**config.mk**
```make
export PLATFORM = sky130hd
export DESIGN_NAME = keypad_scanner
export DESIGN_NICKNAME = d
export VERILOG_FILES = /design/src/rtl/keypad_scanner.sv
export SDC_FILE = /design/constraint.sdc
export NUM_CORES = 1
export LEC_CHECK = 0
export ABC_AREA = 1
export CORE_ASPECT_RATIO = 1.5
export CORE_MARGIN = 5
export CORE_UTILIZATION = 65
export DETAILED_ROUTE_END_ITERATION = 10
export HOLD_SLACK_MARGIN = 0.08
export PLACE_DENSITY_LB_ADDON = 0.1
export SYNTH_ARGS = -nofsm -noshare
export SYNTH_HDL_FRONTEND = slang
export SYNTH_SLANG_ARGS = --single-unit
```
**constraint.sdc**
```tcl
create_clock -name clk -period 15.3 [get_ports clk]
set_input_delay 3.06 -clock clk [delete_from_list [all_inputs] [get_ports clk]]
set_output_delay 3.06 -clock clk [all_outputs]
set_load 0.02 [all_outputs]
```
**src/rtl/keypad_scanner.sv**
```systemverilog
// 4x4 matrix keypad scanner: walks one active-low column per scan tick, samples the
// synchronized rows into a 16-bit snapshot and debounces single-key presses/releases.
module keypad_scanner #(
    parameter int SCAN_DIV       = 4096,
    parameter int DEBOUNCE_SCANS = 4
) (
    input  logic       clk,
    input  logic       rst_n,
    input  logic [3:0] row,
    output logic [3:0] col,
    output logic [3:0] key_code,
    output logic       key_valid,
    output logic       key_held
);

    localparam int PRE_W = $clog2(SCAN_DIV);
    localparam int CNT_W = (DEBOUNCE_SCANS < 2) ? 1 : $clog2(DEBOUNCE_SCANS + 1);
    localparam logic [PRE_W-1:0] PRE_LAST = PRE_W'(SCAN_DIV - 1);
    localparam logic [CNT_W-1:0] CNT_DONE = CNT_W'(DEBOUNCE_SCANS);
    localparam logic [CNT_W-1:0] CNT_ONE  = CNT_W'(1);
    localparam bit               DEB_ONE  = (DEBOUNCE_SCANS == 1);

    typedef enum logic [1:0] {IDLE, DEB_PRESS, PRESSED, DEB_RELEASE} state_t;

    function automatic logic [4:0] count_ones(input logic [15:0] v);
        logic [4:0] n;
        n = '0;
        for (int i = 0; i < 16; i++) n = n + 5'(v[i]);
        return n;
    endfunction

    function automatic logic [3:0] key_index(input logic [15:0] v);
        logic [3:0] idx;
        idx = '0;
        for (int i = 15; i >= 0; i--) if (v[i]) idx = 4'(i);
        return idx;
    endfunction

    logic [3:0]       row_p0, row_p1;
    logic [PRE_W-1:0] presc;
    logic             tick;
    logic [1:0]       col_idx;
    logic [15:0]      snap, snap_full;
    logic             scan_done;
    logic [4:0]       snap_cnt;
    logic             snap_single;
    logic [3:0]       snap_key;

    state_t           state, state_nx;
    logic [3:0]       cand, cand_nx;
    logic [CNT_W-1:0] cnt, cnt_nx, cnt_inc;
    logic [3:0]       code_nx;
    logic             valid_nx, held_nx;

    // Stage p0/p1: row synchronizer, then prescaler, column walk and snapshot capture
    always_ff @(posedge clk) begin
        if (!rst_n) begin
            row_p0  <= 4'hF;
            row_p1  <= 4'hF;
            presc   <= '0;
            col_idx <= '0;
            snap    <= '0;
        end else begin
            row_p0 <= row;
            row_p1 <= row_p0;
            presc  <= tick ? '0 : presc + PRE_W'(1);
            if (tick) begin
                snap    <= snap_full;
                col_idx <= col_idx + 2'd1;
            end
        end
    end

    assign tick = (presc == PRE_LAST);

    always_comb begin
        col          = 4'hF;
        col[col_idx] = 1'b0;
    end

    // The snapshot including the column being sampled right now, so the FSM sees all 16 bits on the tick
    always_comb begin
        snap_full = snap;
        for (int r = 0; r < 4; r++) snap_full[{2'(r), col_idx}] = ~row_p1[r];
    end

    assign scan_done   = tick && (col_idx == 2'd3);
    assign snap_cnt    = count_ones(snap_full);
    assign snap_single = (snap_cnt == 5'd1);
    assign snap_key    = key_index(snap_full);
    assign cnt_inc     = cnt + CNT_ONE;

    // Stage p2: debounce FSM and registered outputs
    always_ff @(posedge clk) begin
        if (!rst_n) begin
            state     <= IDLE;
            cand      <= '0;
            cnt       <= '0;
            key_code  <= '0;
            key_valid <= 1'b0;
            key_held  <= 1'b0;
        end else begin
            state     <= state_nx;
            cand      <= cand_nx;
            cnt       <= cnt_nx;
            key_code  <= code_nx;
            key_valid <= valid_nx;
            key_held  <= held_nx;
        end
    end

    always_comb begin
        state_nx = state;
        cand_nx  = cand;
        cnt_nx   = cnt;
        code_nx  = key_code;
        valid_nx = 1'b0;
        held_nx  = key_held;
        if (scan_done) begin
            case (state)
                IDLE: begin
                    if (snap_single) begin
                        if (DEB_ONE) begin
                            code_nx  = snap_key;
                            valid_nx = 1'b1;
                            held_nx  = 1'b1;
                            state_nx = PRESSED;
                        end else begin
                            cand_nx  = snap_key;
                            cnt_nx   = CNT_ONE;
                            state_nx = DEB_PRESS;
                        end
                    end
                end
                DEB_PRESS: begin
                    if (snap_single && snap_key == cand) begin
                        if (cnt_inc == CNT_DONE) begin
                            code_nx  = cand;
                            valid_nx = 1'b1;
                            held_nx  = 1'b1;
                            state_nx = PRESSED;
                        end else begin
                            cnt_nx = cnt_inc;
                        end
                    end else if (snap_single) begin
                        cand_nx = snap_key;
                        cnt_nx  = CNT_ONE;
                    end else begin
                        state_nx = IDLE;
                    end
                end
                PRESSED: begin
                    if (!(snap_single && snap_key == key_code)) begin
                        if (DEB_ONE) begin
                            held_nx  = 1'b0;
                            state_nx = IDLE;
                        end else begin
                            cnt_nx   = CNT_ONE;
                            state_nx = DEB_RELEASE;
                        end
                    end
                end
                DEB_RELEASE: begin
                    if (snap_single && snap_key == key_code) begin
                        state_nx = PRESSED;
                    end else if (cnt_inc == CNT_DONE) begin
                        held_nx  = 1'b0;
                        state_nx = IDLE;
                    end else begin
                        cnt_nx = cnt_inc;
                    end
                end
                default: state_nx = IDLE;
            endcase
        end
    end

endmodule

```
Word level (Yosys, flattened, before mapping)
Index checks and enable logic that the tools add are counted.

Bits in registers: 53. Bits in latches: 0. RAM bits: 0. Memory bits (read-only): 0. Bits of input ports: 6. Output and inout bits: 10. Logic and storage cells: 135. Memories: 0.

Add/subtract/negate cells: 18. Multiply operators: 0. Divide/modulo/power cells: 0. Order comparisons: 10. Equal/unequal tests: 19. Shift operators: 0. Multiplexer cells: 53. Bitwise logic cells: 6. Reductions and logical operators: 18.

Operators by type and width (number): 4-bit two-way mux (18); 16-bit bitwise mux (4); 5-bit by 1-bit adder with 5-bit output (11); 3-bit two-way mux (5); 2-bit two-way mux (7); 2-bit != test, second input constant (7); 12-bit by 1-bit adder with 12-bit output, second input constant (1); 12-bit == test, second input constant (1); 3-bit case mux with 4 select lines (1); 6-bit AND reduction (2); 1-bit demux with 2-bit select (5); 4-bit by 5-bit < comparator with 1-bit output, second input constant (2); 1-bit two-way mux (10); 3-bit != test, second input constant (3); 4-bit == test (2); 4-bit by 1-bit >= comparator with 1-bit output, second input constant (2); 1-bit logical AND (8); 2-bit case mux with 4 select lines (1); 4-bit case mux with 2 select lines (1); 4-bit AND reduction (2); 2-bit == test, second input constant (3); 3-bit AND reduction (2); 4-bit by 1-bit adder with 5-bit output (1); 5-bit by 1-bit == test with 1-bit output, second input constant (1); other kinds (18) (24).

Depth between registers and ports, before layout
Gate-level depths: netlist of run 1.

Depth after elaboration: 28. Mapped depth: 29. Mapped depth without buffers: 29.

Worst setup path after synthesis of run 1
No wires, ideal clock.

Path type: register to register. Start: register col_idx[1]. End: register key_code[0]. Setup time: 0.113 ns. Data arrival time: 5.323 ns. Setup slack: 9.864 ns. Cell stages (with the launch flop): 25. Period minus slack after synthesis: 5.436 ns. Path through: dfxtp_1 inv_1 ha_1 inv_2 nand2_1 o21a_2 inv_1 fa_1 inv_1 fa_1 fa_1 inv_1 fa_1 ha_1 fa_1 nor2_1 nand3b_1 nor3_1 inv_1 nor2_1 inv_1 nor3_4 nand2_1 nand2_1 nor2_1.

RTL lines: start: declaration (line 42) `logic [1:0] col_idx;`; start signal: assignment (line 69) `col_idx <= col_idx + 2'd1;`; 3-bit by 5-bit < comparator with 1-bit output (implied by the code) or 3-bit by 1-bit >= comparator with 1-bit output (tied branches) (line 84) `for (int r = 0; r < 4; r++) snap_full[{2'(r), col_idx}] = ~row_p1[r];`; 1-bit logical AND (implied by the code) (line 84); 1-bit two-way mux (implied by the code) (line 84); 1-bit demux with 2-bit select (*) (line 84); 16-bit bitwise mux (*) (3 in series) (line 84); via snap_full[5] (line 43) `logic [15:0] snap, snap_full;`; 5-bit by 1-bit adder with 5-bit output (11 in series) (line 28) `for (int i = 0; i < 16; i++) n = n + 5'(v[i]);`; 5-bit by 1-bit == test with 1-bit output (line 89) `assign snap_single = (snap_cnt == 5'd1);`; 1-bit logical AND (*) (line 136) `if (snap_single && snap_key == cand) begin`; 4-bit AND reduction (no source line) (*); end signal: assignment (line 106) `key_code <= code_nx;`; end: declaration (line 11) `output logic [3:0] key_code,`.

The timed path passes the listed nets; every way through them passes the cells marked *. A chain may end at the register's enable or synchronous reset.

Worst setup path after layout of run 1
Start: register col_idx[1]. End: register state[1].

RTL lines: 3-bit by 5-bit < comparator with 1-bit output (implied by the code) or 3-bit by 1-bit >= comparator with 1-bit output (tied branches) (line 84); 1-bit logical AND (implied by the code) (line 84); 1-bit two-way mux (implied by the code) (line 84); 1-bit demux with 2-bit select (*) (line 84); 16-bit bitwise mux (*) (3 in series) (line 84); via snap_full[5] (line 43); 5-bit by 1-bit adder with 5-bit output (11 in series) (line 28); 5-bit by 1-bit == test with 1-bit output (line 89); 1-bit logical AND (on tied branches) (line 153, 164, 136); 3-bit != test (no source line) (tied with other cells); 6-bit AND reduction (no source line) or 2-bit case mux with 4 select lines (tied branches); end signal: assignment (line 103) `state <= state_nx;`; end: declaration (line 49) `state_t state, state_nx;`.

Marks and branches as above.

==> results of run 1 <==
sequential cells by signal, indices dropped and copies added (netlist names):
signal,cells
key_valid,1
key_held,1
row_p0,4
key_code,4
presc,12
cnt,3
col_idx,2
row_p1,4
state,2
snap,16
cand,4
cells by family after synthesis:
family / after synthesis / share of synthesized area, %
compound gates: 73 / 13.6
simple gates: 216 / 31.7
buf+inv: 71 / 8.51
flops: 53 / 33.3
xor+xnor: 7 / 1.92
fa+ha+maj: 22 / 11.0
how the worst max path moves through the flow:
| stage | start | endpoint | cells after the start |
|---|---|---|---|
| 2_1_floorplan | col_idx[1]$_SDFFE_PN0N_ | key_code[0]$_SDFFE_PN0P_ | 24 |
| 3_3_place_gp | col_idx[0]$_SDFFE_PN0N_ | key_code[3]$_SDFFE_PN0P_ | 20 |
| 3_5_place_dp | col_idx[1]$_SDFFE_PN0N_ | key_code[0]$_SDFFE_PN0P_ | 24 |
| 4_1_cts | col_idx[1]$_SDFFE_PN0N_ | key_code[0]$_SDFFE_PN0P_ | 24 |
| 5_1_grt | col_idx[1]$_SDFFE_PN0N_ | state[1]$_SDFFE_PN0P_ | 27 |
| 6_report | col_idx[1]$_SDFFE_PN0N_ | state[1]$_SDFFE_PN0P_ | 27 |
layout by cell type, fill, tap and decap left out, types with 2 or more instances in the layout:
cell / instances
nand2_1: 96
nor2_1: 54
dfxtp_1: 53
inv_1: 52
a21oi_1: 26
o21ai_0: 16
nand3_1: 15
clkdlybuf4s50_1: 15
ha_1: 12
o21ai_1: 11
inv_2: 10
fa_1: 10
or2_2: 9
nand4_1: 8
nand2_2: 8
a211oi_1: 7
nor2_2: 6
o21ai_2: 5
xor2_1: 5
clkbuf_8: 5
nor3_1: 4
o21a_2: 2
nand3b_1: 2
nor2_4: 2
nand3_2: 2
nand2_4: 2
nor3_4: 2
xnor2_1: 2
nor4_1: 2
nor3b_1: 2
buf_4: 2
layer usage:
metal,vias to the layer above,track usage [%],part of all wire [%]
met4,0,10.3,3.3
met2,72,45.9,55
li1,1445,-,-
met1,1338,26.6,39
met5,-,0,0
met3,19,4.09,3.3
power by group through the flow:
| stage | clock [W] | sequential, W | combinational, W |
|---|---|---|---|
| 2_1_floorplan | 0 | 0.000144 | 0.0000133 |
| 3_3_place_gp | 0 | 0.000144 | 0.0000171 |
| 3_5_place_dp | 0 | 0.000144 | 0.0000178 |
| 4_1_cts | 0.0000817 | 0.000141 | 0.0000179 |
| 5_1_grt | 0.0000867 | 0.000141 | 0.0000203 |
| 6_report | 0.0000795 | 0.000141 | 0.0000180 |
through the flow:
step	hold WS (ps)	instances	power, W	worst slack [ps]
4_1_cts	423	525	0.000240	9390
3_3_place_gp	396	517	0.000161	9610
2_1_floorplan	393	442	0.000157	9860
3_5_place_dp	401	517	0.000162	9430
6_report	418	525	0.000238	9340
5_1_grt	440	525	0.000248	8810
worst max-delay path, delay by kind of cell, from the launching register on:
kind | cells | cell delay, ps
fa+ha+maj | 7 | 3000
compound gates | 2 | 360
flops | 1 | 340
buf+inv | 6 | 590
simple gates | 12 | 1610
final cells by class:
cell class | count | area [sq um]
fillers | 438 | 1320
clock inverters | 2 | 13.8
well taps | 66 | 82.6
clock buffers | 6 | 72.6
multi-input cells | 318 | 1860
flip-flops and latches | 53 | 1060
repair buffers | 17 | 165
inverters | 63 | 236
==> results.toml, run 1 <==
[worst_setup_path]
cp_slowest_stage_delay_ps = 540
required_ps = 15550
critPathKind = "reg -> reg"
worstReg2RegStart = "col_idx[1]$_SDFFE_PN0N_"
critPathLaunchType = "flip-flop"
worstReg2RegEnd = "state[1]$_SDFFE_PN0P_"
worstRegToRegCells = 27
crit_path_max_fanout = 7
critPathCaptureType = "flip-flop"
critical-path-slowest-cell = "fa_1"
rrSetupSlack_ps = 9340
cp.arrival_ps = 6210

[place]
hpwl_microns = 5590
dpl_cell_area_sq_um = 3400
io_buffers = 15
place.gp.congestion = 0.998

[power]
p_seq_share_pct = 59.1
p_switching_w = 0.0000591
intPower_w = 0.000179
combPwrFrac_pct = 7.5
power.leakage_nw = 1.59
ir_drop_v = 0.0000634
clkPwrFrac_pct = 33.4
powerDensity_nw_per_um2 = 68.3
p_sw_share_pct = 24.8

[sta]
final.setup_skew_ps = 8.78
finalSetupViolCount = 0
grt_setup_unrepaired = "false"
setup_tns_ps = 0
maxClockFrequency_mhz = 168
drv_slew = 0
min_period_ps = 5960
hold_violations = 0
worst_slew_pin_slew_ps = 585
fin_crit_sh_pct = 39.0
relSlewSlack_pct = 60.7

[synth]
synth_top_area_share_pct = 33.3
synthTopCellsByCount = "nand2_1 (96), nor2_1 (54), dfxtp_1 (53)"
ys.flop_type = "dfxtp_1"
synth.ff_latch_count = 53
syn_inst = 442
synthMostInstantiatedCell = "nand2_1"
synthArstFlopShare_pct = 0
yosys.area.top_type = "dfxtp_1"
synth_area_leaders = "dfxtp_1 (33%), nand2_1 (11%), nor2_1 (6.4%)"
syn-num-nets = 470
ys_seq_area_share_pct = 33.3
syn_area_sq_um = 3190
synth_edf_count = 0
ys_types = 41
avgSynthCellArea_sq_um = 7.22
ys.warnings.count = 0

[run_status]
status = "finished clean"

[flow_run]
drv_cap = 0

[routing]
drtPass1Iterations = 5
dr_total_vias = 2874
post_drt_via_cell_ratio = 5.47
wl_per_cell_microns = 13.5
ant_nets = 0
drt_wl_total_microns = 7070
drcViolationCount = 0
first_iter_violations = 208

[hold_path]
worstHoldEndpoint = "row_p1[2]$_SDFF_PN1_"
holdPathStages = 1
hold_class = "reg -> reg"
hp-start = "row_p0[2]$_SDFF_PN1_"

[layout]
drive_gt1_share_pct = 13.1
fin_area_sq_um = 3490
nets = 486
syn_to_final_growth_pct = 9.38
utilization_pct = 72.5
diodes = 0

[cts]
postCtsSetupBuffers = 0
cts_tree = "built"
cts_sinks = 53
htree_levels = 2
cts-resized-gates = 0
clock_latency_ps = 310
cts_root_buf = "clkbuf_8"
cts-hold-fix-buffers = 0
cts_made_buffers = 5
cts_buffer_depth = 2
clk_pin_slew_ps = 100

[grt]
grt_pass1_wl_microns = 12200
grtUsageTotal_pct = 24.6
grt_start_max_net_pins = 35
antenna_found_initial = 0
grt_pass1_vias = 2759
grt-ovfl-total = 0

[floorplan]
rows = 31
boundaryPins = 16
start_util_pct = 66.3
dieArea_sq_um = 6440
die_w_microns = 67.2
coreArea_sq_um = 4810
die_height_microns = 95.8
Power figures use the tool's default switching activity.
==> run 2: changes to the inputs <==
--- a/config.mk
+++ b/config.mk
@@ -8,7 +8,7 @@
 export ABC_AREA = 1
 export CORE_ASPECT_RATIO = 1.5
 export CORE_MARGIN = 5
-export CORE_UTILIZATION = 65
+export CORE_UTILIZATION = 54
 export DETAILED_ROUTE_END_ITERATION = 10
 export HOLD_SLACK_MARGIN = 0.08
 export PLACE_DENSITY_LB_ADDON = 0.1
==> constraint.sdc (replaced) <==
create_clock -name clk -period 5.1 [get_ports clk]
set_input_delay 1.02 -clock clk [delete_from_list [all_inputs] [get_ports clk]]
set_output_delay 1.02 -clock clk [all_outputs]
set_load 0.02 [all_outputs]
==> run 2 against run 1 <==
Against the previous run: the flow now finishes with violations (negative setup slack); register-to-register slack got worse by 9300 ps; clock-buffer cell count increased by 1; sequential share of layout area is 2.9 points lower; die area increased by 18%; combinational power increased to 4.1 times the previous value; sequential power grew to 3.0 times the previous value; hold slack better by 4.5 ps; critical path depth unchanged; clock skew decreased by 3.2 ps; via count is 1.8% higher; utilization fell by 5.5 points; largest cell class unchanged.
==> results.toml, run 2 (synthesis gave the netlist of run 1 again) <==
[worst_setup_path]
required_ps = 5310
rrSetupSlack_ps = -8
crit_path_max_fanout = 4
critPathKind = "reg -> reg"
worstRegToRegCells = 27
critPathLaunchType = "flip-flop"
critPathCaptureType = "flip-flop"
worstReg2RegEnd = "state[0]$_SDFFE_PN0P_"
cp.arrival_ps = 5320
worstReg2RegStart = "col_idx[1]$_SDFFE_PN0N_"

[cts]
cts_buffer_depth = 2
cts_made_buffers = 5
cts_tree = "built"
cts_sinks = 53
clk_pin_slew_ps = 100
clock_latency_ps = 300
htree_levels = 2
cts_root_buf = "clkbuf_8"

[sta]
final.setup_skew_ps = 5.60
grt_setup_unrepaired = "true"
relSlewSlack_pct = 66.1
finalSetupViolCount = 2
whs_ps = 422
maxClockFrequency_mhz = 196
min_period_ps = 5110
drv_slew = 0
fin_crit_sh_pct = 100
hold_violations = 0
worst_slew_pin_slew_ps = 508
final.setup.worst_slack_ps = -8.11

[floorplan]
start_util_pct = 55.1
rows = 34
die_height_microns = 104
boundaryPins = 16
dieArea_sq_um = 7570
coreArea_sq_um = 5790
die_w_microns = 72.8

[grt]
grt-ovfl-total = 0
grt_pass1_wl_microns = 12600
antenna_found_initial = 0
grt_pass1_vias = 2832
grt_start_max_net_pins = 35
grtUsageTotal_pct = 20.5

[power]
ir_drop_v = 0.000189
power.leakage_nw = 1.74
powerDensity_nw_per_um2 = 196

[run_status]
violations = "negative setup slack"
status = "finished, violations left"

[hold_path]
hold_class = "reg -> reg"
holdPathStages = 1
worstHoldEndpoint = "row_p1[2]$_SDFF_PN1_"
hp-start = "row_p0[2]$_SDFF_PN1_"

[layout]
nets = 513
regMostFlops = "snap"
drive_gt1_share_pct = 23.7
syn_to_final_growth_pct = 21.6
top_regs = "snap x16, presc x12"
mostFrequentLayoutCells = "nand2_1 (91), nor2_1 (52), dfxtp_1 (51)"
ff_latch_area_sq_um = 1070
largest_reg_flops = 16
diodes = 0
final_common_cell = "nand2_1"
fill_cells = 543
multiInputGateArea_sq_um = 1990

[routing]
drt_wl_total_microns = 7330
dr_total_vias = 2925
drtPass1Iterations = 4
wl_per_cell_microns = 13.1
ant_nets = 0
post_drt_via_cell_ratio = 5.24
first_iter_violations = 153
drcViolationCount = 0

[flow_run]
drv_cap = 0

[place]
io_buffers = 15
place_ws_ps = -126
hpwl_microns = 5660
place.gp.congestion = 0.902
-- run 2: power by group --
group          switching, W  internal [W]
Combinational     0.0000415     0.0000326
Clock              0.000141      0.000126
Sequential       0.00000350      0.000417
-- run 2: how the worst max path moves through the flow --
stage | startpoint | to
4_1_cts | col_idx[1]$_SDFFE_PN0N_ | state[1]$_SDFFE_PN0P_
2_1_floorplan | col_idx[0]$_SDFFE_PN0N_ | state[1]$_SDFFE_PN0P_
3_3_place_gp | col_idx[0]$_SDFFE_PN0N_ | state[0]$_SDFFE_PN0P_
3_5_place_dp | col_idx[0]$_SDFFE_PN0N_ | state[1]$_SDFFE_PN0P_
6_report | col_idx[1]$_SDFFE_PN0N_ | state[0]$_SDFFE_PN0P_
5_1_grt | col_idx[1]$_SDFFE_PN0N_ | state[1]$_SDFFE_PN0P_
-- run 2: cell type report --
cell class	instances	area share, %
inverter	63	6.29
timing repair buffer	44	9.81
clock buffer	7	2.48
sequential	53	27.6
multi-input combinational	318	51.3
tap	72	2.32
clock inverter	1	0.226
-- run 2: worst max-delay path: stages, from the launching register on --
cell	delay, ps
dfxtp_4	380
buf_12	100
ha_4	140
buf_4	140
nand2_1	50
nand2_1	90
inv_2	50
fa_1	500
fa_1	520
fa_1	490
inv_1	50
fa_1	490
ha_4	190
fa_1	420
nor2_1	110
nand3b_1	130
nor3_4	250
inv_2	60
nor3_2	110
nand3_1	120
nor2_2	130
nand4_1	100
nand2_1	70
clkinv_1	70
nand3_2	70
nand2_1	60
inv_1	60
nor2_2	30
-- run 2: layer usage --
metal / GRT usage, % / up-vias / wire length [microns]
met5: 0 / - / 0
met4: 10.0 / 0 / 368
met3: 3.19 / 31 / 208
met2: 35.5 / 57 / 3800
met1: 23.7 / 1338 / 2950
li1: - / 1499 / -
-- run 2: through the flow --
step / instances / total power (W) / area [sq um] / utilization [%] / TNS (ps)
2_1_floorplan: 442 / 0.000474 / 3250 / - / 0
3_3_place_gp: 541 / 0.000493 / 3600 / 62.3 / 0
3_5_place_dp: 541 / 0.000495 / 3600 / 62.3 / -792
4_1_cts: 554 / 0.000767 / 3750 / 64.9 / 0
5_1_grt: 558 / 0.000794 / 3880 / 67.0 / -2830
6_report: 558 / 0.000761 / 3880 / 67.0 / -10.7
-- run 2: what timing repair did --
item,4_1_cts,5_1_grt
endpoints found under the setup margin,10,15
buffers inserted,5,4
gates resized for setup,3,22
hold buffers,0,0
hold endpoints to repair,0,0
pin swaps,15,25
